<file path="src/rtl/usrf_n.sv">
// Universal shift register with manual single-cycle operations and an FSM-driven
// burst mode that performs n shifts in a latched direction, then pulses done.
module usrf_n #(
    parameter int WIDTH = 4,
    parameter int CNTW  = 3
) (
    input  logic             c,
    input  logic             r,
    input  logic             en,
    input  logic [1:0]       mode,
    input  logic             sin_r,
    input  logic             sin_l,
    input  logic [WIDTH-1:0] pin,
    input  logic             start,
    input  logic             dir,
    input  logic [CNTW-1:0]  n,
    output logic [WIDTH-1:0] q,
    output logic             sout_r,
    output logic             sout_l,
    output logic             busy,
    output logic             done
);

    typedef enum logic [1:0] {
        IDLE = 2'd0,
        RUN  = 2'd1,
        DONE = 2'd2
    } state_t;

    state_t          state;
    state_t          state_nxt;
    logic [CNTW-1:0] cnt;
    logic            dir_lat;

    function automatic logic [WIDTH-1:0] shr(input logic [WIDTH-1:0] v, input logic s);
        return {s, v[WIDTH-1:1]};
    endfunction

    function automatic logic [WIDTH-1:0] shl(input logic [WIDTH-1:0] v, input logic s);
        return {v[WIDTH-2:0], s};
    endfunction

    always_ff @(posedge c or negedge r) begin
        if (!r) begin
            state <= IDLE;
        end else begin
            state <= state_nxt;
        end
    end

    // cnt holds the shifts still to do, so the last RUN cycle is the one with cnt==1
    always_comb begin
        state_nxt = state;
        case (state)
            IDLE: begin
                if (start) begin
                    state_nxt = (n == '0) ? DONE : RUN;
                end
            end
            RUN: begin
                if (cnt == CNTW'(1)) begin
                    state_nxt = DONE;
                end
            end
            DONE:    state_nxt = IDLE;
            default: state_nxt = IDLE;
        endcase
    end

    always_comb begin
        busy = (state == RUN);
        done = (state == DONE);
    end

    always_ff @(posedge c or negedge r) begin
        if (!r) begin
            q       <= '0;
            cnt     <= '0;
            dir_lat <= 1'b0;
        end else begin
            case (state)
                IDLE: begin
                    if (start) begin
                        cnt     <= n;
                        dir_lat <= dir;
                    end else if (en) begin
                        case (mode)
                            2'b01:   q <= shr(q, sin_r);
                            2'b10:   q <= shl(q, sin_l);
                            2'b11:   q <= pin;
                            default: q <= q;
                        endcase
                    end
                end
                RUN: begin
                    q   <= dir_lat ? shl(q, sin_l) : shr(q, sin_r);
                    cnt <= cnt - CNTW'(1);
                end
                default: begin
                    q <= q;
                end
            endcase
        end
    end

    assign sout_r = q[0];
    assign sout_l = q[WIDTH-1];

endmodule

</file>
<file path="config.mk">
export PLATFORM = sky130hd
export DESIGN_NAME = usrf_n
export DESIGN_NICKNAME = d
export VERILOG_FILES = /design/src/rtl/usrf_n.sv
export SDC_FILE = /design/constraint.sdc
export NUM_CORES = 1
export LEC_CHECK = 0
export CORE_MARGIN = 2
export CORE_UTILIZATION = 27
export DETAILED_ROUTE_END_ITERATION = 8
export PLACE_DENSITY = 0.57
export SLEW_MARGIN = 25
export SYNTH_ARGS = -nofsm -noshare
export SYNTH_HDL_FRONTEND = slang
export SYNTH_SLANG_ARGS = --single-unit
</file>
<file path="constraint.sdc">
create_clock -name c -period 1.4 [get_ports c]
set_input_delay 0.14 -clock c [delete_from_list [all_inputs] [get_ports c]]
set_output_delay 0.14 -clock c [all_outputs]
set_load 0.02 [all_outputs]
</file>
# Yosys cells after proc, flatten, opt, wreduce, memory -nomap -nowiden
# Index checks and enable logic that the tools add are counted.
# word_totals
register_bits,10
inputBits,16
# classes
reduce_logical,7
addsub,1
n_mux,11
eq_ne,11
# ops
cell,n
4-bit two-way mux,3
4-bit one-hot mux with 3 select lines,1
4-bit one-hot mux with 2 select lines,1
"2-bit == test, second input constant",3
2-bit two-way mux,3
"2-bit != test, second input constant",3
3-bit one-hot mux with 2 select lines,1
2-bit AND reduction,3
"2-bit by 1-bit == test with 1-bit output, second input constant",2
"4-bit by 1-bit != test with 1-bit output, second input constant",1
2-bit one-hot mux with 2 select lines,1
4-bit AND reduction,1
"3-bit by 1-bit == test with 1-bit output, second input constant",1
3-bit zero test,1
3-bit two-way mux,1
"3-bit by 1-bit subtractor with 3-bit output, second input constant",1
2-bit zero test,1
"2-bit by 1-bit != test with 1-bit output, second input constant",1
2-bit nonzero test,1

# Longest topological paths before layout
# logic_depth
depth_word,5
mapped_depth,6
mapped_depth_nobuf,6

# Worst setup path before layout
# OpenSTA, ideal clock, no wires.
# synth_path
path_kind,register to register
startpoint,register q[2]
endpoint,register q[3]
arrival_ns,1.133
setup_slack_ns,0.142
stages_incl_launch_ff,4
period_less_slack_ns,1.258
path_cell_list,dfrtp_1 > a221oi_1 > o22ai_1 > mux2_4
# synth_between
elab_chain_cells,4
# synth_lines
element,line_no,source
start: declaration,17,"output logic [WIDTH-1:0] q,"
start signal: assignment,88,"2'b01: q <= shr(q, sin_r);"
start signal: assignment,89,"2'b10: q <= shl(q, sin_l);"
start signal: assignment,90,2'b11: q <= pin;
4-bit one-hot mux with 3 select lines,87,case (mode)
4-bit two-way mux,86,end else if (en) begin
4-bit two-way mux,83,if (start) begin
4-bit one-hot mux with 2 select lines *,81,case (state)
# Mark *: on every way between the ends. The rest lies on a longest branch, timed or not. The select of a mux whose other input is x is not followed.
# A chain may end at the register's enable or synchronous reset.

# Worst setup path after layout
# layout_path
startpoint,register state[1]
endpoint,output port busy
# layout_between
elab_chain_cells,1
# layout_lines
element,line_no,source
start: declaration,30,state_t state;
start signal: assignment,47,state <= state_nxt;
2-bit by 1-bit == test with 1-bit output,71,busy = (state == RUN);
end: declaration,20,"output logic busy,"
# No other way between the ends.

==> flow_summary.toml <==
[grt]
grt_overflow = 0
antenna_found_initial = 0
grt_pass1_wl_um = 2820
grt_max_degree = 12
grt_pass1_vias = 689
grtUsageTotal_pct = 11.3

[finish]
multi_input_area_um2 = 442
stdcell_count = 137
diodes = 0
area_growth_syn_to_layout_pct = 42.0
fin_util_pct = 39.7
final_cell_mix = "clkdlybuf4s50_1 (13), dfrtp_1 (10), dlygate4sd2_1 (9)"
register_area_um2 = 250
drive_gt1_share_pct = 19.8
nFillCells = 291
num-nets-final = 129
final_common_cell = "clkdlybuf4s50_1"

[worst_setup_path]
cp.depth = 3
crit_chain = "nand2b_1 > inv_1 > clkdlybuf4s15_1"
cp_slowest_cell = "dfrtp_1"
critPathKind = "register to output port"
path_buf_inv = 2
rr_worst_depth = 5
cp.required_ns = 1.26
crit_family = "buffers and inverters"
r2r_end = "q[0]$_DFFE_PN0P_"
crit_fanout = 3
worst_ep_arrival_time_ns = 1.21
reg2reg_slack_ns = 0.08
worstSetupStartpointType = "register"
critical_path.max_stage_delay_ns = 0.38
timing.critical_path.to = "busy"
crit_path_end_kind = "output port"
crit_path_start = "state[1]$_DFFE_PN0P_"
reg2reg_from = "state[0]$_DFFE_PN0P_"

[cts]
clock-sinks = 10
cts_buffers = 3
cts_hold_buf = 0
cts_tree = "done"
htree_levels = 1
cts.path.max_buffers = 2
clkTransAtPathRegs_ns = 0.07
clk_latency_ns = 0.27
clockRootBuffer = "clkbuf_4"

[placement]
dp_hpwl_um = 1350
place.gp.congestion = 0.754
dpl.cell_count = 133
port_buffers = 23

[synth]
syn_area_per_cell_um2 = 9.62
synth-adder-area-share_pct = 8.33
synth_area_um2 = 751
ys_ff_latch = 10
synthSimpleGateAreaFrac_pct = 10.5
synth_top_family_by_area = "compound AO/OA/AOI/OAI gates"
ys_types = 27
syn-num-nets = 99
synthCells = 78
yosysSeqAreaShare_pct = 33.3
synth_compound_area_share_pct = 24.0
yosysWarnings = 0
synthMuxAreaShare_pct = 14.8
yosys.area_share.xor_xnor_pct = 0

[sta]
worst_pin_slew_ns = 0.486
period_needed_ns = 1.35
final.setup.tns_ns = 0
rsz0062_at_grt = "no"
fmax_ghz = 0.741
maxSlewHeadroom_pct = 67.5
finalHoldViolCount = 0
finClkSkew_ns = 0.00589
slew_viol_final = 0
finalSetupViolations = 0
finalCritPeriodShare_pct = 96.4

[run]
maxCapViolCount = 0

[power]
p_per_area_nw_per_um2 = 1920
p_leak_nw = 0.499
total_power_mw = 2.05
ir_drop_v = 0.000997

[drt]
routed_wl_um = 1680
first_pass_iters = 4
via_count = 680
wl_per_cell_um = 12.3
drc_errors = 0
dr.first_iter.drc_count = 24
ant_nets = 0
viasPerCell = 4.96

[floorplan]
core_area_um2 = 2690
initial_core_util_pct = 27.9
fp.dieW_um = 56.7
die_h_um = 56.7
rows = 19
ioPinCount = 24
die_area_um2 = 3220

[hold_path]
worstHoldPathType = "input pin to async pin"

[status]
status = "completed"
## worst min path at each step
stage,from,end,slack [ns],cells past startpoint
floorplan,r,cnt[0]$_DFFE_PN0P_,-0.16,0
global placement,r,state[0]$_DFFE_PN0P_,0.50,1
detailed placement,r,state[0]$_DFFE_PN0P_,0.51,1
CTS,r,cnt[0]$_DFFE_PN0P_,0.22,1
global route,r,q[0]$_DFFE_PN0P_,0.24,1
finish,r,q[0]$_DFFE_PN0P_,0.20,1
## registers in the layout (all words and copies together) (netlist names)
signal	cells
state	2
dir_lat	1
cnt	3
q	4
## cell type report
type,instances,area share (%)
Sequential cell,10,23.5
Tap cell,31,3.64
Timing Repair Buffer,31,26.5
Inverter,8,2.82
Clock buffer,3,2.11
Multi-Input combinational cell,54,41.4
## metal layers
metal | global-route usage [%] | vias up | part of all wire [%]
met5 | 0 | - | 0
met4 | 5.98 | 0 | 1.7
met3 | 2.76 | 5 | 7.4
met2 | 20.1 | 26 | 49
met1 | 12.1 | 310 | 42
li1 | - | 339 | -
## timing repair
item,4_1_cts,5_1_grt
gates resized for setup,12,2
cloned,0,0
endpoints found under the setup margin,12,4
pin swaps,2,0
setup buffers,1,0
## logic make-up (layout without fill, tap and decap cells)
| kind of cell | after synthesis | in the layout |
|---|---|---|
| compound gates | 25 | 25 |
| simple gates | 15 | 15 |
| buf+inv | 14 | 42 |
| flops | 10 | 10 |
| mux | 9 | 9 |
| fa+ha+maj | 5 | 5 |
## Yosys cell counts
master / count / area share [%]
nor2_1: 6 / 3.0
nand2b_1: 3 / 2.5
mux2_4: 4 / 8.0
o22ai_1: 4 / 3.3
nand3b_1: 1 / 1.0
ha_1: 5 / 8.3
or3_1: 1 / 0.83
or2_1: 1 / 0.83
a2bb2oi_1: 2 / 2.3
dfrtp_1: 10 / 33
nor3_1: 1 / 0.67
clkbuf_2: 1 / 0.67
mux2i_1: 4 / 5.3
inv_2: 1 / 0.50
buf_4: 3 / 3.0
nor2b_1: 1 / 0.83
a221oi_2: 2 / 4.0
buf_2: 2 / 1.3
a21oi_1: 3 / 2.0
a221oi_1: 4 / 4.7
a32oi_1: 1 / 1.2
o31ai_1: 1 / 1.0
nor2_2: 1 / 0.83
mux2_1: 1 / 1.5
o21ai_0: 7 / 4.7
a31oi_1: 1 / 0.83
inv_1: 7 / 3.5
## power breakdown
group          internal, mW  switching, mW
registers             0.433          0.158
logic                 0.672          0.589
clock network        0.0993         0.0978
total                  1.20          0.845
## through the flow
stage	hold WS, ns	instance area [um2]	setup slack (ns)
floorplan	-0.156	751	0.142
global placement	0.504	1030	-0.477
detailed placement	0.505	1030	-0.534
CTS	0.222	1060	0.0250
global route	0.242	1070	0.00566
finish	0.200	1070	0.0499
Note: power is estimated with default switching activity, not from simulation.
